==> config.mk <==
export PLATFORM = sky130hd
export DESIGN_NAME = dmem_arbiter
export DESIGN_NICKNAME = d
export VERILOG_FILES = /design/src/rtl/dmem_arbiter.sv
export SDC_FILE = /design/constraint.sdc
export NUM_CORES = 1
export LEC_CHECK = 0
export CAP_MARGIN = 30
export CORE_MARGIN = 5
export CORE_UTILIZATION = 64
export CTS_BUF_LIST = sky130_fd_sc_hd__clkbuf_4 sky130_fd_sc_hd__clkbuf_8
export CTS_CLUSTER_SIZE = 24
export DETAILED_ROUTE_END_ITERATION = 7
export DONT_BUFFER_PORTS = 1
export PLACE_DENSITY = 0.81
export SETUP_SLACK_MARGIN = 0.2
export SKIP_LAST_GASP = 1
export SLEW_MARGIN = 20
export SYNTH_ARGS = -nofsm -noshare
export SYNTH_HDL_FRONTEND = slang
export SYNTH_SLANG_ARGS = --single-unit
==> constraint.sdc <==
create_clock -name clk -period 3.17 [get_ports clk]
set_input_delay 0.634 -clock clk [delete_from_list [all_inputs] [get_ports clk]]
set_output_delay 0.634 -clock clk [all_outputs]
set_load 0.02 [all_outputs]
==> src/rtl/dmem_arbiter.sv <==
// dmem_arbiter: round-robin share of the data memory between the CPU port and the read-only video port
// Ports:
//   clk, reset                      clock, synchronous active-high reset
//   cpu_req/we/addr/wdata -> rdata  CPU access; cpu_ack pulses one cycle on completion
//   vid_req/addr          -> rdata  video read; vid_ack pulses one cycle on completion
//   mem_req/wr_en/addr/wdata        registered memory strobe, held stable for the whole grant
//   mem_rdata, mem_ack              memory response
//   grant                           01=CPU, 10=video, 00=idle
//   err                             sticky watchdog abort flag
module dmem_arbiter #(
    parameter int AW      = 8,
    parameter int DW      = 32,
    parameter int TIMEOUT = 15
) (
    input  logic          clk,
    input  logic          reset,
    input  logic          cpu_req,
    input  logic          cpu_we,
    input  logic [AW-1:0] cpu_addr,
    input  logic [DW-1:0] cpu_wdata,
    output logic [DW-1:0] cpu_rdata,
    output logic          cpu_ack,
    input  logic          vid_req,
    input  logic [AW-1:0] vid_addr,
    output logic [DW-1:0] vid_rdata,
    output logic          vid_ack,
    output logic          mem_req,
    output logic          mem_wr_en,
    output logic [AW-1:0] mem_addr,
    output logic [DW-1:0] mem_wdata,
    input  logic [DW-1:0] mem_rdata,
    input  logic          mem_ack,
    output logic [1:0]    grant,
    output logic          err
);
    typedef enum logic [1:0] {IDLE, GNT_CPU, GNT_VID} state_t;
    localparam logic [7:0] LAST = 8'(TIMEOUT - 1);
    state_t     state;
    logic       last_vid;
    logic [7:0] cnt;
    logic       cpu_elig, vid_elig, pick_cpu, pick_vid;
    // a request still high during its own ack cycle is the finished access, not a new one
    always_comb begin
        cpu_elig = cpu_req & ~cpu_ack;
        vid_elig = vid_req & ~vid_ack;
        pick_cpu = cpu_elig & (~vid_elig | last_vid);
        pick_vid = vid_elig & ~pick_cpu;
    end
    always_ff @(posedge clk) begin
        if (reset) begin
            state     <= IDLE;
            last_vid  <= 1'b1;
            cnt       <= '0;
            cpu_rdata <= '0;
            vid_rdata <= '0;
            cpu_ack   <= 1'b0;
            vid_ack   <= 1'b0;
            mem_req   <= 1'b0;
            mem_wr_en <= 1'b0;
            mem_addr  <= '0;
            mem_wdata <= '0;
            grant     <= 2'b00;
            err       <= 1'b0;
        end else begin
            cpu_ack <= 1'b0;
            vid_ack <= 1'b0;
            case (state)
                IDLE: begin
                    if (pick_cpu) begin
                        state     <= GNT_CPU;
                        last_vid  <= 1'b0;
                        mem_req   <= 1'b1;
                        mem_wr_en <= cpu_we;
                        mem_addr  <= cpu_addr;
                        mem_wdata <= cpu_wdata;
                        grant     <= 2'b01;
                    end else if (pick_vid) begin
                        state     <= GNT_VID;
                        last_vid  <= 1'b1;
                        mem_req   <= 1'b1;
                        mem_wr_en <= 1'b0;
                        mem_addr  <= vid_addr;
                        mem_wdata <= '0;
                        grant     <= 2'b10;
                    end
                end
                default: begin
                    // mem_ack in the watchdog's final cycle still completes normally
                    if (mem_ack || cnt == LAST) begin
                        state     <= IDLE;
                        cnt       <= '0;
                        mem_req   <= 1'b0;
                        mem_wr_en <= 1'b0;
                        grant     <= 2'b00;
                        if (state == GNT_CPU) cpu_ack <= 1'b1;
                        else vid_ack <= 1'b1;
                        if (mem_ack) begin
                            if (state == GNT_CPU && !mem_wr_en) cpu_rdata <= mem_rdata;
                            if (state == GNT_VID) vid_rdata <= mem_rdata;
                        end else begin
                            err <= 1'b1;
                            if (state == GNT_CPU) cpu_rdata <= '0;
                            else vid_rdata <= '0;
                        end
                    end else begin
                        cnt <= cnt + 8'd1;
                    end
                end
            endcase
        end
    end
endmodule

Yosys cells after proc, flatten, opt, wreduce, memory -nomap -nowiden
Cells that the tools add are included.

word-level totals
  register bits = 120
  input port bits = 86
  output and inout port bits = 111
  logic and storage cells = 70

cells by class
  add/sub/neg operators = 1
  eq/ne operators = 7
  muxes and demuxes = 25
  bitwise logic cells = 12
  reduce and logical (&&, ||, !) cells = 13

operators by type and width
  operator               number
  $mux W32               8
  $mux W8                3
  $mux W1                10
  $add A8 B1 Y8 const B  1
  $eq A8 B4 Y1 const B   1
  $mux W2                4
  $reduce_and A4 Y1      2
  $not A1 Y1             7
  $reduce_bool A2 Y1     3
  $and A1 B1 Y1          4
  $ne A2 B1 Y1 const B   2
  $reduce_and A2 Y1      2
  $ne A3 B3 Y1 const B   1
  $reduce_and A3 Y1      1
  $reduce_or A3 Y1       1
  $eq A2 B1 Y1 const B   1
  $eq A2 B2 Y1 const B   1
  $logic_not A2 Y1       1
  $ne A2 B2 Y1 const B   1
  $logic_and A1 B1 Y1    1
  $logic_not A1 Y1       1
  $logic_or A1 B1 Y1     1
  $or A1 B1 Y1           1

Logic depth before layout (Yosys ltp)
Gate-level depths: netlist (run 1).

  depth after elaboration = 10
  mapped depth = 7
  gate-level depth less buffers = 6

Least setup slack after synthesis (run 1)
Ideal clock, no wire load.

  path type = register to register
  from = register cnt[4]
  to = register vid_rdata[0]
  library setup time = 0.117 ns
  arrival = 1.762 ns
  data required time = 3.053 ns
  setup slack = 1.291 ns
  cell stages (with the launch flop) = 6
  buffers on the path = 1
  period minus slack after synthesis = 1.879 ns
  path through = dfxtp_1 -> or4_4 -> or3_4 -> a31o_4 -> buf_6 -> a22o_1

between the ends
  longest elaborated chain between the ends = 3

RTL lines
  item                         line  RTL
  start: declaration           40    logic [7:0] cnt;
  start signal: assignment     106   cnt <= cnt + 8'd1;
  $eq A8 B4 Y1                 89    if (mem_ack || cnt == LAST) begin
  $logic_or A1 B1 Y1           89
  $reduce_and A4 Y1 (no line)  n/a
  end signal: assignment       99    if (state == GNT_VID) vid_rdata <= mem_rdata;
  end: declaration             25    output logic [DW-1:0] vid_rdata,

Every way passes these cells.
A chain may end at the register's enable or synchronous reset.

Worst setup path after layout (run 1)
  from = register cnt[4]
  to = register vid_rdata[4]

The elaborated chain is that of the path after synthesis.

==> out/results.env, run 1 <==
DIE-WIDTH_UM=89.4
MAPPEDNETLISTAREA_UM2=4040
CTS_BUFFERS=17
POWER.DENSITY_nW_PER_UM2=795
MAX-CAP-VIOLATIONS=0
SYNTH_TOP_AREA_CELL='dfxtp_1'
SYN_TO_FINAL_GROWTH_PCT=12.4
DIEAREA_UM2=8000
YS_SEQ_ELEMENTS=120
GP_CONGESTION=0.781
FMAX_MHz=499
SYNTHARSTFLOPSHARE_PCT=0
LEAKAGEPOWER_nW=1.81
DETAILEDROUTE.FIRSTPASSITERATIONCOUNT=6
CTS_MAX_PATH_BUFFERS=2
SYNTH_EDF_COUNT=0
CRITPATHLAUNCHTYPE='register'
TRITONCTS_NUM_SINKS=120
HOLDWS_NS=0.292
NUM_ROWS=29
SYNTHCELLS=368
START_UTIL_PCT=64.7
NUM-NETS-FINAL=454
FIN_CRIT_SH_PCT=63.2
GLOBAL_ROUTE_WIRE_LENGTH_BEFORE_REPAIR_UM=14800
POST-LAYOUT-TOTAL-POWER_mW=3.61
POWER.IR.VDD_WORST_V=0.000474
CP_DATA_REQUIRED_TIME_NS=3.48
ANTENNADIODECOUNT=0
DPL.HPWL_UM=6730
FINALCLOCKSKEW_NS=0.00911
POSTSYNTHAREAPERCELL_UM2=11.0
POSTROUTEWIRELENGTH_UM=10000
WORST_EP_ARRIVAL_TIME_NS=2.31
YS_TYPES=35
ANT_NETS=0
FINAL_MAX_SLEW_VIOL_COUNT=0
WORST_HOLD_PATH_TYPE='input port to register'
FINAL-HOLD-VIOLATION-COUNT=0
MOST_USED_FLIP_FLOP_CELL_AFTER_SYNTHESIS='dfxtp_1'
RUN_STATUS='finished, final reports clean'
VIA_COUNT=2978
CTS_SETUP_BUFFERS=0
DRT_ITER0_MARKERS=92
HTREE_NUM_LEVELS=4
FIRST_GLOBAL_VIAS=2914
YS_TOP_CELLS_BY_AREA='dfxtp_1 (60%), a22o_1 (13%), a22oi_1 (6.1%)'
SYNTH.TOP_CELL.AREA_SHARE_PCT=59.5
CTS_RESIZED=0
PATH_CLASS='register to register'
ROUTED_VIA_DENSITY=6.53
CLOCK_LATENCY_NS=0.42
IOS=197
ANTENNA_FOUND_INITIAL=0
END_KIND='register'
RSZ_0062_RAISED_AFTER_GLOBAL_ROUTING='false'
GRT_OVERFLOW_TOTAL=0
TIGHTESTPINTRANSITION_NS=0.576
TRITONCTS='built'
YOSYSWARNINGS=0
PATH_CLK_SLEW_NS=0.07
FINALSETUPTNS_NS=0
PORTBUFFERS=0
MAXSLEWHEADROOM_PCT=61.6
SEQUENTIAL_TO_TOTAL_AREA_SHARE_FROM_YOSYS_STAT_PCT=59.5
DRIVE_GT1_SHARE_PCT=13.2
MAXIMUM_NUMBER_OF_PINS_ON_ONE_NET_BEFORE_GLOBAL_ROUTE_REPAIR=43
PLACEABLECOREAREA_UM2=6240
DIE_Y_UM=89.4
SYNTH_NETS=456
FINAL.MIN_CLOCK_PERIOD_NS=2.00
CTS_HOLD_FIX_BUFS=0
CTS_ROOT_BUF='clkbuf_8'
DRT-WIRELENGTH-PER-CELL_UM=22.0
WORST-PATH-MAX-FANOUT=32
POST-ROUTE-DRC-COUNT=0
FINALSETUPVIOLATIONS=0
GLOBAL_ROUTE.USAGE.TOTAL_PCT=24.7
-- final timing paths --
| kind | to | slack, ns | start | cells after the start |
|---|---|---|---|---|
| max | vid_rdata[4]$_SDFFE_PP0P_ | 1.17 | cnt[4]$_SDFFE_PP0N_ | 4 |
| min | mem_addr[7]$_SDFFE_PP0P_ | 0.29 | reset | 1 |
| max reg2reg | vid_rdata[4]$_SDFFE_PP0P_ | 1.17 | cnt[4]$_SDFFE_PP0N_ | 4 |
| min reg2reg | cnt[7]$_SDFFE_PP0N_ | 0.50 | cnt[7]$_SDFFE_PP0N_ | 2 |
-- cell usage after synthesis, types with 2 or more instances --
cell,n
buf_6,3
o21ai_0,11
o21a_1,2
inv_1,4
xor2_1,4
clkbuf_1,23
nand2_1,3
nor3_1,4
nand3_1,4
mux2i_1,8
nand2b_1,3
o31ai_1,2
ha_1,2
a21oi_1,9
dfxtp_1,120
a22o_2,2
a22o_1,62
o211a_1,2
nor2_1,49
a211oi_1,2
nor2b_1,2
a22oi_1,33
xnor2_1,2
-- routing by layer --
metal / up-vias / global-route usage [%] / wire length [µm]
met5: - / 0 / 0
li1: 1363 / - / -
met4: 0 / 11.4 / 168
met3: 19 / 11.5 / 1180
met1: 1418 / 27.1 / 3560
met2: 178 / 40.6 / 5130
-- per-stage QoR --
stage	instance area (µm²)	worst slack [ns]	std cells	util (%)
floorplan	4040	1.29	368	-
global placement	4070	1.22	424	65.3
detailed placement	4070	1.20	424	65.3
CTS	4540	1.18	456	72.7
global route	4540	1.05	456	72.7
finish	4540	1.17	456	72.7
-- where the power goes --
part | internal, mW | leakage, nW | switching, mW
clock network | 0.952 | 0.224 | 0.616
registers | 1.60 | 0.977 | 0.183
logic | 0.102 | 0.604 | 0.152
total | 2.66 | 1.81 | 0.950
-- sequential cells by signal (all words and copies together), names as in the netlist --
| signal | count |
|---|---|
| mem_req | 1 |
| cpu_rdata | 32 |
| last_vid | 1 |
| err | 1 |
| cnt | 8 |
| vid_rdata | 32 |
| mem_addr | 8 |
| vid_ack | 1 |
| mem_wr_en | 1 |
| cpu_ack | 1 |
| state | 2 |
| mem_wdata | 32 |
-- final cells by class --
type | instances | area (µm²)
Fill cell | 429 | 1700
Sequential cell | 120 | 2400
Multi-Input combinational cell | 217 | 1520
Clock buffer | 18 | 241
Tap cell | 77 | 96.3
Inverter | 4 | 15.0
Clock inverter | 14 | 221
Timing Repair Buffer | 6 | 45.0
-- cell families (layout without fill, tap and decap cells) --
logic type      Yosys count  count (layout)  share of synthesized area, %
buf+inv                  31              42                          3.44
flops                   120             120                          59.5
simple gates             71              71                          7.78
fa+ha+maj                 2               2                         0.620
mux                       8               8                          1.98
xor+xnor                  6               6                          1.30
compound gates          130             130                          25.4
-- critical path, cell delays in order (launching register included) --
cell,delay [ns]
dfxtp_1,0.35
or4_4,0.53
or3_4,0.39
a31o_4,0.36
a22o_2,0.25
-- cell usage in the layout (no fill, tap or decap), drive strengths merged, types with 3 or more instances in the layout --
cell type and n:
a22o 64, xor2 4, mux2i 8, o21ai 13, nand2b 3, a21oi 9, buf 6, clkinv 3
nand3 4, clkinvlp 3, inv 7, dfxtp 120, bufinv 5, a22oi 33, nor2 49, clkbuf 18
nor3 4, nand2 3
No activity file was read; power rests on OpenSTA's default activity.
==> run 2: changes to the inputs <==
CORE_UTILIZATION = 58   (was 64)
PLACE_DENSITY = 0.77   (was 0.81)
clock period = 1.65 ns   (was 3.17 ns; I/O delays follow)
==> out/results.env, run 2 (same netlist as run 1, synthesis figures left out) <==
RUN_STATUS='finished, violations left'
VIOLATIONS='setup timing'
FINALSETUPVIOLATIONS=67  # +67
ANTENNADIODECOUNT=0  # unchanged
FINAL_CELLS=506  # +11%
DRT-WIRELENGTH-PER-CELL_UM=21.5  # -2.5%
DRIVE_GT1_SHARE_PCT=23.4  # +10 points
PATH_CLK_SLEW_NS=0.07  # about the same
SEQ_AREA_UM2=2410  # +0.21%
POWER.IR.VDD_WORST_V=0.000790  # +67%
INTERNAL-POWER_mW=5.18  # +95%
FMAX_MHz=523  # +4.7%
POSTROUTEWIRELENGTH_UM=10900  # +8.2%
MAX-CAP-VIOLATIONS=0  # unchanged
MOST_COMMON_CELL_AFTER_LAYOUT_FILL_AND_TAPS_ASIDE='dfxtp_1'
FINAL_MAX_SLEW_VIOL_COUNT=0  # unchanged
WORST_EP_ARRIVAL_TIME_NS=2.21  # -0.10 ns
HTREE_NUM_LEVELS=4  # unchanged
HOLD_END='vid_rdata[14]$_SDFFE_PP0P_'
FINALCOREUTILIZATION_PCT=72.8  # +0.14 points
FIN_CRIT_SH_PCT=116  # +53 points
SWITCHING_POWER_mW=1.85  # +94%
TIGHTESTPINTRANSITION_NS=0.438  # -0.138 ns
CTS_ROOT_BUF='clkbuf_8'
PORTBUFFERS=0  # unchanged
R2R_SETUP_SLACK_NS=-0.26  # -1.43 ns
DIE-WIDTH_UM=93.4  # +4.5%
CTS_BUFFERS=17  # unchanged
NUMPLACEDINSTANCES=462  # +9.0%
TRITONCTS_NUM_SINKS=120  # unchanged
POST-ROUTE-DRC-COUNT=0  # unchanged
POSTLAYOUTSETUPSLACKWORST_NS=-0.264  # -1.43 ns
GP_CONGESTION=0.810  # +3.6%
DIE_Y_UM=93.4  # +4.5%
POST-LAYOUT-TOTAL-POWER_mW=7.03  # +95%
POSTPLACECELLAREA_UM2=4300  # +5.5%
GRT_OVERFLOW_TOTAL=0  # unchanged
DRT_ITER0_MARKERS=113  # +23%
CRITPATHLAUNCHTYPE='register'
DETAILEDROUTE.FIRSTPASSITERATIONCOUNT=5  # -1
MULTIINPUTGATEAREA_UM2=1640  # +8.1%
LEAKAGEPOWER_nW=1.99  # +10%
PATH_CLASS='register to register'
R2R.WORST_PATH.CELLS=4  # unchanged
WORST-PATH-MAX-FANOUT=8  # -75%
END_KIND='register'
FINALCLOCKSKEW_NS=0.00814  # -0.000970 ns
CLOCK_POWER_SHARE_PCT=41.4  # -2.1 points
WORST_HOLD_PATH_TYPE='input port to register'
GLOBAL_ROUTE.USAGE.TOTAL_PCT=23.4  # -1.3 points
HOLDPATHSTAGES=1  # unchanged
FINAL-HOLD-VIOLATION-COUNT=0  # unchanged
FIRST_GLOBAL_VIAS=3045  # +4.5%
ROUTED_VIA_DENSITY=6.15  # -5.8%
WORSTREG2REGSTART='cnt[7]$_SDFFE_PP0N_'
POWER.DENSITY_nW_PER_UM2=1420  # +79%
TRITONCTS='built'
START_UTIL_PCT=59.4  # -5.3 points
IOS=197  # unchanged
MAXSLEWHEADROOM_PCT=70.7  # +9.1 points
HOLDWS_NS=0.0532  # -0.239 ns
CLOCK_LATENCY_NS=0.40  # -0.02 ns
SYN_TO_FINAL_GROWTH_PCT=22.6
NUM-FILL-CELLS=456  # +6.3%
NUM_ROWS=30  # +3.4%
ANTENNA_FOUND_INITIAL=0  # unchanged
NUM-NETS-FINAL=485  # +6.8%
REG2REG_TO='vid_rdata[3]$_SDFFE_PP0P_'
DIEAREA_UM2=8730  # +9.2%
CP_DATA_REQUIRED_TIME_NS=1.94  # -1.54 ns
FINAL.MIN_CLOCK_PERIOD_NS=1.91  # -0.0906 ns
MOSTFREQUENTLAYOUTCELLS='dfxtp_1 (116), a22o_1 (62), nor2_1 (47)'
DPL.HPWL_UM=7010  # +4.2%
SEQ_POWER_SHARE_PCT=48.7  # -0.8 points
PLACEABLECOREAREA_UM2=6790  # +8.9%
MAXIMUM_NUMBER_OF_PINS_ON_ONE_NET_BEFORE_GLOBAL_ROUTE_REPAIR=37  # -14%
P_SW_SHARE_PCT=26.3  # -0.056 points
GLOBAL_ROUTE_WIRE_LENGTH_BEFORE_REPAIR_UM=15900  # +7.6%
CTS_MAX_PATH_BUFFERS=2  # unchanged
WORST_HOLD_STARTPOINT='mem_rdata[14]'
FINAL_CELL_AREA_UM2=4950  # +9.1%
POWER.COMBINATIONAL.FRACTION_PCT=9.9  # +2.9 points
ANT_NETS=0  # unchanged
VIA_COUNT=3112  # +4.5%
RSZ_0062_RAISED_AFTER_GLOBAL_ROUTING='true'
LARGEST_REGISTERS='cpu_rdata x32, mem_wdata x32, vid_rdata x32'
-- run 2: changes by cell type in the layout (fill, tap and decap cells not counted), sizes merged --
| cell | delta |
|---|---|
| a31o | +2 |
| buf | +27 |
| bufinv | -1 |
| clkbuf | +3 |
| clkinv | +1 |
| dlygate4sd3 | +1 |
| inv | -3 |
| o21ai | +1 |
-- run 2: layout make-up --
type	instances	share of cell area, %
sequential	120	48.6
multi-input combinational	220	33.1
timing repair buffer	34	6.37
clock buffer	21	5.71
clock inverter	11	3.44
tap	96	2.43
inverter	4	0.303
-- run 2: power by group through the flow --
stage / Combinational (mW) / Sequential [mW] / Clock, mW
finish: 0.693 / 3.42 / 2.91
global route: 0.763 / 3.44 / 3.08
CTS: 0.640 / 3.42 / 2.95
detailed placement: 0.571 / 3.48 / 0
global placement: 0.538 / 3.48 / 0
floorplan: 0.441 / 3.44 / 0
-- run 2: repair_timing --
action / 4_1_cts / 5_1_grt
pin swaps: 5 / 11
gates resized for setup: 7 / 15
cloned: 3 / 0
setup buffers: 2 / 5
setup endpoints to repair: 103 / 100
hold endpoints to repair: 36 / 0
hold buffers: 2 / 0
-- run 2: through the flow --
| step | TNS (ns) | setup WS [ns] |
|---|---|---|
| 6_report | -13.86 | -0.264 |
| 3_5_place_dp | -13.86 | -0.295 |
| 2_1_floorplan | -8.62 | -0.209 |
| 5_1_grt | -17.42 | -0.306 |
| 3_3_place_gp | -14.39 | -0.279 |
| 4_1_cts | -13.65 | -0.263 |
-- run 2: worst max-delay path by stage --
stage	start	endpoint	slack (ns)
final	cnt[7]$_SDFFE_PP0N_	vid_rdata[3]$_SDFFE_PP0P_	-0.26
after global routing	cnt[7]$_SDFFE_PP0N_	vid_rdata[18]$_SDFFE_PP0P_	-0.31
after CTS	cnt[7]$_SDFFE_PP0N_	vid_rdata[4]$_SDFFE_PP0P_	-0.26
after detailed placement	cnt[7]$_SDFFE_PP0N_	vid_rdata[4]$_SDFFE_PP0P_	-0.29
after global placement	cnt[7]$_SDFFE_PP0N_	vid_rdata[3]$_SDFFE_PP0P_	-0.28
after floorplan	cnt[4]$_SDFFE_PP0N_	vid_rdata[0]$_SDFFE_PP0P_	-0.21
-- run 2: routing by layer --
| layer | up-vias | track usage (%) | wire length [µm] |
|---|---|---|---|
| li1 | 1420 | - | - |
| met1 | 1488 | 25.6 | 3910 |
| met2 | 189 | 40.3 | 5530 |
| met3 | 15 | 9.41 | 1270 |
| met4 | 0 | 9.04 | 156 |
| met5 | - | 0 | 0 |
-- run 2: critical path: stages (launching register included) --
cell     delay (ns)
dfxtp_1        0.31
or4_4          0.55
or3_4          0.43
a31o_4         0.28
a22o_2         0.23
==> run 3: changes to the inputs <==
CORE_MARGIN = 3   (was 5)
==> out/results.env, run 3 (same netlist as run 1, synthesis figures left out) <==
RUN_STATUS='finished, violations left'
VIOLATIONS='setup timing'
DETAILEDPLACE.WORSTSLACK_NS=-0.298  # -0.00349 ns
FIRST_GLOBAL_VIAS=2967  # -2.6%
DIE_Y_UM=89.4  # -4.3%
POST-LAYOUT-TOTAL-POWER_mW=6.79  # -3.3%
NUM-NETS-FINAL=481  # -0.82%
DRT-WIRELENGTH-PER-CELL_UM=22.2  # +3.6%
R2R.WORST_PATH.CELLS=4  # unchanged
IOS=197  # unchanged
MAXSLEWHEADROOM_PCT=68.7  # -2.0 points
PATH_CLK_SLEW_NS=0.07  # about the same
NUM-FILL-CELLS=443  # -2.9%
MULTIINPUTGATEAREA_UM2=1660  # +1.4%
DIE-WIDTH_UM=89.4  # -4.3%
HOLD_END='vid_rdata[3]$_SDFFE_PP0P_'
CTS_BUFFERS=17  # unchanged
POWER.IR.VDD_WORST_V=0.000996  # +26%
TRITONCTS='built'
FINAL_MAX_SLEW_VIOL_COUNT=0  # unchanged
REG2REG_TO='vid_rdata[4]$_SDFFE_PP0P_'
GP_CONGESTION=0.803  # -0.83%
WORST_EP_ARRIVAL_TIME_NS=2.22  # about the same
CTS_MAX_PATH_BUFFERS=2  # unchanged
GLOBAL_ROUTE.USAGE.TOTAL_PCT=25.2  # +1.8 points
POSTPLACECELLAREA_UM2=4270  # -0.64%
POSTROUTEWIRELENGTH_UM=10700  # -1.8%
HOLDWS_NS=0.0430  # -0.0102 ns
START_UTIL_PCT=61.8  # +2.4 points
WORST-PATH-BUF-INV=0  # unchanged
DIEAREA_UM2=8000  # -8.4%
HOLDPATHSTAGES=1  # unchanged
WORST-PATH-MAX-FANOUT=8  # unchanged
TIGHTESTPINTRANSITION_NS=0.468  # +0.0299 ns
ROUTED_VIA_DENSITY=6.35  # +3.3%
FMAX_MHz=519  # -0.61%
LEAKAGEPOWER_nW=1.97  # -0.85%
CPPEAKSTAGEDELAY_NS=0.54  # about the same
VIA_COUNT=3050  # -2.0%
POSTLAYOUTSETUPSLACKWORST_NS=-0.275  # -0.0117 ns
DRIVE_GT1_SHARE_PCT=21.6  # -1.8 points
FIN_CRIT_SH_PCT=117  # +0.71 points
GRT_OVERFLOW_TOTAL=0  # unchanged
POST-ROUTE-DRC-COUNT=0  # unchanged
R2R_SETUP_SLACK_NS=-0.28  # about the same
FINALCLOCKSKEW_NS=0.00723  # -0.000908 ns
PLACEABLECOREAREA_UM2=6530  # -3.9%
CRITICAL-PATH-TOP-DELAY-FAMILY='simple AND/OR/NAND/NOR gates'
MAX-CAP-VIOLATIONS=0  # unchanged
FINALCOREUTILIZATION_PCT=74.5  # +1.7 points
CRITPATHLAUNCHTYPE='register'
PATH_CLASS='register to register'
CTS_ROOT_BUF='clkbuf_8'
CP_DATA_REQUIRED_TIME_NS=1.95  # about the same
RSZ_0062_RAISED_AFTER_GLOBAL_ROUTING='true'
ANT_NETS=0  # unchanged
MOST_COMMON_CELL_AFTER_LAYOUT_FILL_AND_TAPS_ASIDE='dfxtp_1'
WORST_HOLD_PATH_TYPE='input port to register'
ANTENNADIODECOUNT=0  # unchanged
WORSTREG2REGSTART='cnt[7]$_SDFFE_PP0N_'
TIMING.CRITICAL_PATH.SLOWEST_STAGE_CELL='or4_4'
END_KIND='register'
TRITONCTS_NUM_SINKS=120  # unchanged
DRT_ITER0_MARKERS=105  # -7.1%
WORST_HOLD_STARTPOINT='mem_rdata[3]'
HTREE_NUM_LEVELS=4  # unchanged
FINAL_CELL_AREA_UM2=4870  # -1.6%
FINALSETUPVIOLATIONS=79  # +18%
GLOBAL_ROUTE_WIRE_LENGTH_BEFORE_REPAIR_UM=15200  # -4.3%
FINAL.MIN_CLOCK_PERIOD_NS=1.93  # +0.0117 ns
DPL.HPWL_UM=6820  # -2.8%
LARGEST_REGISTERS='cpu_rdata x32, mem_wdata x32, vid_rdata x32'
MAXIMUM_NUMBER_OF_PINS_ON_ONE_NET_BEFORE_GLOBAL_ROUTE_REPAIR=38  # +2.7%
FINAL-HOLD-VIOLATION-COUNT=0  # unchanged
NUM_ROWS=29  # -3.3%
SYN_TO_FINAL_GROWTH_PCT=20.6
POWER.DENSITY_nW_PER_UM2=1400  # -1.7%
ANTENNA_FOUND_INITIAL=0  # unchanged
CLOCK_LATENCY_NS=0.41  # about the same
DETAILEDROUTE.FIRSTPASSITERATIONCOUNT=5  # unchanged
SEQ_AREA_UM2=2410  # unchanged
CELLS_ALONG_THE_CRITICAL_PATH='or4_4 > or3_4 > a31o_4 > a22o_4'
PORTBUFFERS=0  # unchanged
MOSTFREQUENTLAYOUTCELLS='dfxtp_1 (116), a22o_1 (62), nor2_1 (47)'
==> run 3: changes by cell type in the layout (fill, tap and decap cells not counted), moves of 2 or more <==
cell,previous run,this run
clkinvlp_4,3,1
buf_4,27,23
a22o_2,2,0
a22o_4,0,2
==> run 3: metrics by stage <==
stage               cells  setup TNS (ns)
floorplan             368           -8.62
global placement      441          -16.00
detailed placement    442          -14.04
CTS                   477          -13.40
global route          480          -20.51
finish                480          -16.90
==> run 3: layout make-up <==
class / count / area share, %
flip-flops and latches: 120 / 49.4
multi-input cells: 221 / 34.1
clock buffers: 21 / 5.94
repair buffers: 29 / 5.73
clock inverters: 8 / 2.49
well taps: 77 / 1.98
inverters: 4 / 0.308
==> run 3: repair_timing <==
item	4_1_cts	5_1_grt
buffers inserted	2	2
gates cloned	3	1
resized for setup	10	11
pin swaps	12	9
hold buffers	1	0
endpoints found under the hold margin	37	0
setup endpoints to repair	99	120
==> run 3: report_power, final <==
part	switching (mW)	total [mW]	internal, mW
sequential	0.336	3.42	3.08
clock	1.08	2.70	1.63
combinational	0.379	0.671	0.292
total	1.79	6.79	5.00
==> run 3: metal layers <==
metal  GRT usage, %  vias up  share of wire [%]
li1               -     1415                  -
met1           27.6     1456                 37
met2           43.5      171                 52
met3           10.9        8                9.8
met4           8.66        0               0.98
met5              0        -                  0
==> run 3: worst max path at each step <==
stage                     depth (start not counted)                start                   endpoint
after floorplan                                   5  cnt[4]$_SDFFE_PP0N_  vid_rdata[0]$_SDFFE_PP0P_
after global placement                            4  cnt[7]$_SDFFE_PP0N_  vid_rdata[3]$_SDFFE_PP0P_
after detailed placement                          4  cnt[7]$_SDFFE_PP0N_  vid_rdata[3]$_SDFFE_PP0P_
after CTS                                         4  cnt[7]$_SDFFE_PP0N_  vid_rdata[4]$_SDFFE_PP0P_
after global routing                              5  cnt[7]$_SDFFE_PP0N_  cpu_rdata[8]$_SDFFE_PP0P_
final                                             4  cnt[7]$_SDFFE_PP0N_  vid_rdata[4]$_SDFFE_PP0P_
